**src/rtl/pong_ball_engine.sv**
```systemverilog
// Ball motion engine for the single-paddle pong display: tick divider, wall/paddle
// reflection, miss detection and serve sequencing. Renderer consumes ball_x/ball_y.
module pong_ball_engine #(
  parameter int WIDTH       = 640,
  parameter int HEIGHT      = 480,
  parameter int RADIUS      = 10,
  parameter int SPEED       = 1,
  parameter int TICK_DIV    = 1000000,
  parameter int START_X     = 330,
  parameter int START_Y     = 240,
  parameter int SERVE_DELAY = 60
) (
  input  logic       CLOCK_50,
  input  logic       reset,
  input  logic       serve,
  input  logic [9:0] paddle_left,
  input  logic [9:0] paddle_right,
  input  logic [8:0] paddle_top,
  output logic [9:0] ball_x,
  output logic [8:0] ball_y,
  output logic       pos_update,
  output logic       miss,
  output logic [1:0] state,
  output logic [7:0] bounces
);

  localparam logic [1:0] ST_IDLE = 2'd0;
  localparam logic [1:0] ST_MOVE = 2'd1;
  localparam logic [1:0] ST_MISS = 2'd2;

  localparam int DLY_W = (SERVE_DELAY > 1) ? $clog2(SERVE_DELAY) : 1;

  localparam logic [23:0]      TICK_LAST = 24'(TICK_DIV - 1);
  localparam logic [DLY_W-1:0] DLY_LAST  = DLY_W'(SERVE_DELAY - 1);
  localparam logic [10:0]      SPD       = 11'(SPEED);
  localparam logic [10:0]      RAD       = 11'(RADIUS);
  localparam logic [10:0]      X_MAX     = 11'(WIDTH - 1 - RADIUS);
  localparam logic [10:0]      Y_MAX     = 11'(HEIGHT - 1 - RADIUS);
  localparam logic [10:0]      LO_TURN   = 11'(RADIUS + SPEED);
  localparam logic [9:0]       HOME_X    = 10'(START_X);
  localparam logic [8:0]       HOME_Y    = 9'(START_Y);

  logic [23:0]      cnt_reg;
  logic [DLY_W-1:0] dly_reg;
  logic [1:0]       state_reg;
  logic [9:0]       ball_x_reg, ball_x_next;
  logic [8:0]       ball_y_reg, ball_y_next;
  logic             dx_reg, dx_next;
  logic             dy_reg, dy_next;
  logic             serve_dir_reg;
  logic             pos_update_reg;
  logic             miss_reg;
  logic [7:0]       bounces_reg;

  logic        tick;
  logic        hit;
  logic        floor_hit;
  logic [10:0] bx, by, pt, pl, pr;

  // 11-bit unsigned intermediates so no comparison or sum can wrap
  assign bx = {1'b0, ball_x_reg};
  assign by = {2'b00, ball_y_reg};
  assign pt = {2'b00, paddle_top};
  assign pl = {1'b0, paddle_left};
  assign pr = {1'b0, paddle_right};

  assign tick      = (cnt_reg == TICK_LAST);
  assign hit       = dy_reg && (by + RAD <= pt) && (by + RAD + SPD >= pt) &&
                     (bx >= pl) && (bx <= pr);
  assign floor_hit = dy_reg && !hit && (by + SPD >= Y_MAX);

  always_comb begin
    ball_x_next = ball_x_reg;
    dx_next     = dx_reg;
    if (dx_reg) begin
      if (bx + SPD >= X_MAX) begin
        ball_x_next = 10'(X_MAX);
        dx_next     = 1'b0;
      end else begin
        ball_x_next = 10'(bx + SPD);
      end
    end else if (bx < LO_TURN) begin
      ball_x_next = 10'(RAD);
      dx_next     = 1'b1;
    end else begin
      ball_x_next = 10'(bx - SPD);
    end

    ball_y_next = ball_y_reg;
    dy_next     = dy_reg;
    if (!dy_reg) begin
      if (by < LO_TURN) begin
        ball_y_next = 9'(RAD);
        dy_next     = 1'b1;
      end else begin
        ball_y_next = 9'(by - SPD);
      end
    end else if (hit) begin
      ball_y_next = 9'(pt - RAD);
      dy_next     = 1'b0;
    end else if (floor_hit) begin
      ball_y_next = 9'(Y_MAX);
    end else begin
      ball_y_next = 9'(by + SPD);
    end
  end

  always_ff @(posedge CLOCK_50 or posedge reset) begin
    if (reset) begin
      cnt_reg        <= '0;
      dly_reg        <= '0;
      state_reg      <= ST_IDLE;
      ball_x_reg     <= HOME_X;
      ball_y_reg     <= HOME_Y;
      dx_reg         <= 1'b1;
      dy_reg         <= 1'b1;
      serve_dir_reg  <= 1'b1;
      pos_update_reg <= 1'b0;
      miss_reg       <= 1'b0;
      bounces_reg    <= '0;
    end else begin
      cnt_reg        <= tick ? '0 : cnt_reg + 24'd1;
      pos_update_reg <= 1'b0;
      miss_reg       <= 1'b0;
      case (state_reg)
        ST_IDLE: begin
          ball_x_reg <= HOME_X;
          ball_y_reg <= HOME_Y;
          if (serve) begin
            state_reg     <= ST_MOVE;
            bounces_reg   <= '0;
            dy_reg        <= 1'b1;
            dx_reg        <= serve_dir_reg;
            serve_dir_reg <= ~serve_dir_reg;
          end
        end
        ST_MOVE: begin
          if (tick) begin
            ball_x_reg     <= ball_x_next;
            ball_y_reg     <= ball_y_next;
            dx_reg         <= dx_next;
            dy_reg         <= dy_next;
            pos_update_reg <= 1'b1;
            if (hit && bounces_reg != 8'hFF)
              bounces_reg <= bounces_reg + 8'd1;
            if (floor_hit) begin
              miss_reg  <= 1'b1;
              state_reg <= ST_MISS;
              dly_reg   <= '0;
            end
          end
        end
        ST_MISS: begin
          // ball stays frozen on the floor until the serve delay expires
          if (tick) begin
            if (dly_reg == DLY_LAST) begin
              state_reg      <= ST_IDLE;
              ball_x_reg     <= HOME_X;
              ball_y_reg     <= HOME_Y;
              dy_reg         <= 1'b1;
              pos_update_reg <= 1'b1;
            end else begin
              dly_reg <= dly_reg + DLY_W'(1);
            end
          end
        end
        default: state_reg <= ST_IDLE;
      endcase
    end
  end

  assign ball_x     = ball_x_reg;
  assign ball_y     = ball_y_reg;
  assign pos_update = pos_update_reg;
  assign miss       = miss_reg;
  assign state      = state_reg;
  assign bounces    = bounces_reg;

endmodule
```
**config.mk**
```make
export PLATFORM = sky130hd
export DESIGN_NAME = pong_ball_engine
export DESIGN_NICKNAME = d
export VERILOG_FILES = /design/src/rtl/pong_ball_engine.sv
export SDC_FILE = /design/constraint.sdc
export NUM_CORES = 1
export LEC_CHECK = 0
export BUFFER_PORTS_ARGS = -buffer_cell sky130_fd_sc_hd__buf_2
export CAP_MARGIN = 0
export CORE_MARGIN = 2
export CORE_UTILIZATION = 40
export CTS_CLUSTER_SIZE = 20
export DETAILED_ROUTE_END_ITERATION = 10
export PLACE_DENSITY_LB_ADDON = 0.08
export RECOVER_POWER = 50
export SKIP_CTS_REPAIR_TIMING = 1
export SLEW_MARGIN = 5
export SYNTH_ARGS = -nofsm -noshare
export SYNTH_HDL_FRONTEND = slang
export SYNTH_SLANG_ARGS = --single-unit
```
**constraint.sdc**
```tcl
create_clock -name CLOCK_50 -period 11.04 [get_ports CLOCK_50]
set_clock_uncertainty 0.2 [all_clocks]
set_input_delay 1.656 -clock CLOCK_50 [delete_from_list [all_inputs] [get_ports CLOCK_50]]
set_output_delay 1.656 -clock CLOCK_50 [all_outputs]
set_load 0.005 [all_outputs]
```
==> flow_summary.ini, run 1 <==
[status]
violations = capacitance limit, slew limit
run_status = finished, violations left

[critical_path]
end_kind = async pin
reg2reg_depth = 13
required_ns = 10.48
start_kind = primary input
critPathKind = in -> async
crit_path_end = ball_y[2]
critPathMaxFanout = 64
r2r_end = dly_reg[0]
reg2reg_slack_ns = 6.43
r2r-start = ball_y[2]
crit_start = reset
arrival_ns = 4.28

[placement]
io_buffers = 62
place.gp.congestion = 0.822
dpl.hpwl_um = 11600

[detailed_routing]
firstDrtPassIters = 5
final_antenna_net_count = 0
via_per_inst = 5.83
via_count = 5402
wl_per_cell_um = 16.9
routed.top_layer = met4
wl_met3_um = 615
first_iter_violations = 371
wl_met1_um = 7470
postRouteWirelength_um = 15700
drcViolationCount = 0
route.met2.wl_um = 7390

[power]
p_leak_nw = 2.93
powerDensity_nw_per_um2 = 215
ir_drop_mv = 0.0882
finalPower_mw = 1.39

[sta]
fmax_mhz = 207
fin_setup_tns_ns = 0
setup_viol = 0
finalCritPeriodShare_pct = 43.8
period_needed_ns = 4.84
hold_viol_final = 0
slew_viol_final = 65
rsz0062_at_grt = false
worst_pin_slew_ns = 3.50
max_slew_margin_pct = -133

[clock_network]
clockBufferDepth = 2
htreeDepth = 3
tritoncts = done
clock_latency_ns = 0.33
root_buffer = clkbuf_16
path_clk_slew_ns = 0.05
cts.sinks = 64
cts_buffers = 9

[synthesis]
synth-seq-cells = 64
synth-main-ff-cell = dfrtp_1
postSynthAreaPerCell_um2 = 8.35
ys_seq_area_share_pct = 27.8
synth.net_count = 784
synth.distinct_cells = 79
synth_edf_count = 0
synth-async-reset-ratio_pct = 100
synth_area_um2 = 5800
syn_inst = 695
ys.warnings.count = 0

[layout]
fill_cells = 1424
largest_reg_flops = 24
area_growth_pct = 11.8
antenna_cells = 0
fin_nets = 827
drive_gt1_share_pct = 14.3

[global_routing]
overflow = 0
grt_max_degree = 65
grt_usage_pct = 20.2
antenna_found_initial = 0
grt_pass1_vias = 5166
grt_pass1_wl_um = 26100

[hold_path]
hp-class = reg -> reg

[floorplan]
dieArea_um2 = 15500
rows = 44
fp.dieH_um = 124
start_util_pct = 40.4
core-area_um2 = 14400
io_pins = 63
die_x_um = 124

[run]
max-cap-violations = 1
kinds of logic after synthesis:
logic type               Yosys count  share of synthesized area (%)
buffers and inverters             91                           6.43
adder cells (fa/ha/maj)           57                           12.3
AND/OR/NAND/NOR                  247                           22.6
XOR/XNOR                          53                           8.00
AO/OA/AOI/OAI                    178                           21.9
multiplexers                       5                          0.884
flip-flops                        64                           27.8
cells in the final DEF, fill, tap and decap left out, types with 6 or more instances in the layout:
master     count
or4_1          7
xor2_1        21
or3_1          9
nand4_1       13
clkbuf_16      9
a21oi_1       32
a21o_1        12
nor2_1        53
nor4_1         7
nor3_1        19
a211oi_1       6
o31ai_1       11
and3_1        13
xnor2_1       32
o21ai_0       35
inv_1         57
nand2_1       53
nand3_1       34
buf_2         61
ha_1          57
dfstp_2       11
dfrtp_1       53
a31oi_1       10
area by class of cell:
cell class	count	area [µm²]	share of cell area (%)
clock inverters	3	42.5	0.656
flip-flops and latches	64	1620	24.9
multi-input cells	540	3790	58.5
well taps	184	230	3.55
inverters	58	218	3.36
repair buffers	65	328	5.05
clock buffers	13	260	4.01
power by group:
group          switching (mW)  internal (mW)  leakage (nW)
Sequential              0.113          0.280         0.813
Clock                   0.103          0.187         0.146
Combinational           0.419          0.290          1.97
Total                   0.635          0.757          2.93
per-layer routing:
| metal | track usage, % | vias to the layer above |
|---|---|---|
| met5 | 0 | - |
| met4 | 5.16 | 0 |
| li1 | - | 2634 |
| met3 | 2.28 | 15 |
| met2 | 33.5 | 129 |
| met1 | 28.0 | 2624 |
stage by stage:
step           cell area, µm²  hold WS, ns  util (%)  cells  setup slack [ns]
2_1_floorplan            5800        0.243         -    695              6.68
3_3_place_gp             6210        0.262      43.2    911              6.39
5_1_grt                  6490        0.276      45.1    927              5.35
3_5_place_dp             6210        0.257      43.2    911              6.34
6_report                 6490        0.268      45.1    927              6.20
4_1_cts                  6510        0.273      45.3    927              6.49
how the worst min path moves through the flow:
stage                     cells past startpoint          end        start  slack (ns)
after global placement                        1  cnt_reg[23]  cnt_reg[23]        0.26
after floorplan                               1  cnt_reg[23]  cnt_reg[23]        0.24
after global routing                          1  cnt_reg[23]  cnt_reg[23]        0.28
final                                         1  cnt_reg[23]  cnt_reg[23]        0.27
after CTS                                     1  cnt_reg[23]  cnt_reg[23]        0.27
after detailed placement                      1  cnt_reg[23]  cnt_reg[23]        0.26
cells in the mapped netlist (12+ instances only):
library cell | instances | share of area, %
a21o_1 | 12 | 1.6
a21oi_1 | 32 | 2.8
and3_1 | 13 | 1.4
clkbuf_1 | 24 | 1.6
dfrtp_1 | 53 | 23
ha_1 | 57 | 12
inv_1 | 57 | 3.7
nand2_1 | 53 | 3.4
nand3_1 | 34 | 2.9
nand4_1 | 13 | 1.4
nor2_1 | 53 | 3.4
nor3_1 | 19 | 1.6
o21ai_0 | 35 | 3.0
xnor2_1 | 32 | 4.8
xor2_1 | 21 | 3.2
critical path: stages:
cell	delay (ns)
buf_2	0.09
inv_1	0.04
clkbuf_1	2.45
(Power assumes the default switching activity.)
==> inputs of run 2 (changes only) <==
==> constraint.sdc (replaced) <==
create_clock -name CLOCK_50 -period 4.99 [get_ports CLOCK_50]
set_clock_uncertainty 0.2 [all_clocks]
set_input_delay 0.7485 -clock CLOCK_50 [delete_from_list [all_inputs] [get_ports CLOCK_50]]
set_output_delay 0.7485 -clock CLOCK_50 [all_outputs]
set_load 0.005 [all_outputs]
==> flow_summary.ini, run 2 (synthesized netlist as in run 1, its figures left out) <==
[clock_network]
root_buffer = clkbuf_16
path_clk_slew_ns = 0.06
cts_buffers = 9
htreeDepth = 3
cts.sinks = 64
tritoncts = done
clock_latency_ns = 0.33
clockBufferDepth = 2

[layout]
final_area_um2 = 6530
fill_cells = 1443
drive_gt1_share_pct = 14.9
seq_area_um2 = 1620
largest_reg_flops = 24
final_common_cell = buf_2
area_growth_pct = 12.5
multi_input_area_um2 = 3810
mostFrequentLayoutCells = buf_2, inv_1, ha_1
antenna_cells = 0
fin_nets = 827

[power]
internal-power_mw = 1.70
swShare_pct = 45.5
finalPower_mw = 3.11
pwr-share-seq_pct = 27.9
ir_drop_mv = 0.168
powerDensity_nw_per_um2 = 477
clockPowerShare_pct = 21.8
p_leak_nw = 2.94
comb_power_share_pct = 50.3
switching_power_mw = 1.41

[status]
violations = capacitance limit, slew limit
run_status = finished, violations left

[detailed_routing]
postRouteWirelength_um = 15800
via_per_inst = 5.75
via_count = 5333
wl_per_cell_um = 17.1
drcViolationCount = 0
final_antenna_net_count = 0
first_iter_violations = 358
firstDrtPassIters = 5

[critical_path]
required_ns = 5.04
critical-path-slowest-cell = dfrtp_1
arrival_ns = 4.46
critPathKind = reg -> reg
cpMostUsedCell = ha_1
end_kind = register
critPathMaxStageDelay_ns = 0.57
reg2reg_depth = 13
cp_cell_sequence = ha_1 -> xnor2_1 -> o32ai_2 -> or2b_1 -> xor2_1 -> ha_1 -> nand4_1 -> a211oi_1 -> o221ai_1 -> o311ai_2 -> nand4_2 -> or4_1 -> a21oi_1
critPathMaxFanout = 12
start_kind = register

[placement]
io_buffers = 62
place.gp.congestion = 0.860
place_ws_ns = 0.627
dpl.hpwl_um = 11900
placed_cell_area_um2 = 6210

[floorplan]
rows = 44
io_pins = 63
fp.dieH_um = 124
dieArea_um2 = 15500
core-area_um2 = 14400
start_util_pct = 40.4
die_x_um = 124

[sta]
rsz0062_at_grt = false
fin_setup_tns_ns = 0
finalCritPeriodShare_pct = 88.3
worst_pin_slew_ns = 2.81
hold_viol_final = 0
fmax_mhz = 227
slew_viol_final = 53
setup_slack_ns = 0.583
period_needed_ns = 4.41
setup_viol = 0
max_slew_margin_pct = -87.6

[run]
max-cap-violations = 1

[global_routing]
grt_pass1_wl_um = 26200
antenna_found_initial = 0
grt_max_degree = 53
grt_pass1_vias = 5232
grt_usage_pct = 20.4
overflow = 0

[hold_path]
hp-class = in -> async
==> run 2: layer usage <==
layer  share of wire (%)  vias up  global-route usage (%)  routed length (µm)
met2                  48      133                    33.9                7530
met1                  46     2541                    27.5                7270
met4                 1.9        0                    6.87                 302
li1                    -     2636                       -                   -
met3                 4.6       23                    2.53                 721
met5                   0        -                       0                   0
==> run 2: final timing paths <==
kind	startpoint	to	slack [ns]
max in group asynchronous	reset	ball_x[5]	1.32
min in group CLOCK_50	cnt_reg[23]	cnt_reg[23]	0.28
worst min-delay path	reset	dly_reg[3]	0.24
worst max register to register	ball_y[2]	bounces[3]	0.58
worst max-delay path	ball_y[2]	bounces[3]	0.58
worst min register to register	cnt_reg[23]	cnt_reg[23]	0.28
==> run 2: final cells by class <==
class	instances	area share [%]
Clock inverter	7	1.46
Tap cell	184	3.53
Clock buffer	9	3.45
Inverter	58	3.34
Timing Repair Buffer	65	5.02
Multi-Input combinational cell	540	58.4
Sequential cell	64	24.8
==> run 2: power groups by stage <==
stage / Clock, mW / Combinational, mW / Sequential (mW)
after detailed placement: 0 / 1.55 / 0.872
after global routing: 0.712 / 1.74 / 0.893
after CTS: 0.698 / 1.56 / 0.865
final: 0.678 / 1.57 / 0.868
after floorplan: 0 / 1.30 / 0.702
after global placement: 0 / 1.54 / 0.868
==> run 2: worst max-delay path: cells and delay by family (launching register included) <==
kind                     cells  cell delay (ns)
XOR/XNOR                     2             0.28
AND/OR/NAND/NOR              4             1.34
adder cells (fa/ha/maj)      2             0.79
AO/OA/AOI/OAI                5             1.16
flip-flops                   1             0.57
==> run 2: through the flow <==
step | std cells | hold slack, ns | util [%]
floorplan | 695 | 0.243 | -
detailed placement | 911 | 0.265 | 43.2
global route | 927 | 0.281 | 45.4
global placement | 911 | 0.266 | 43.2
finish | 927 | 0.239 | 45.4
CTS | 927 | 0.149 | 45.4
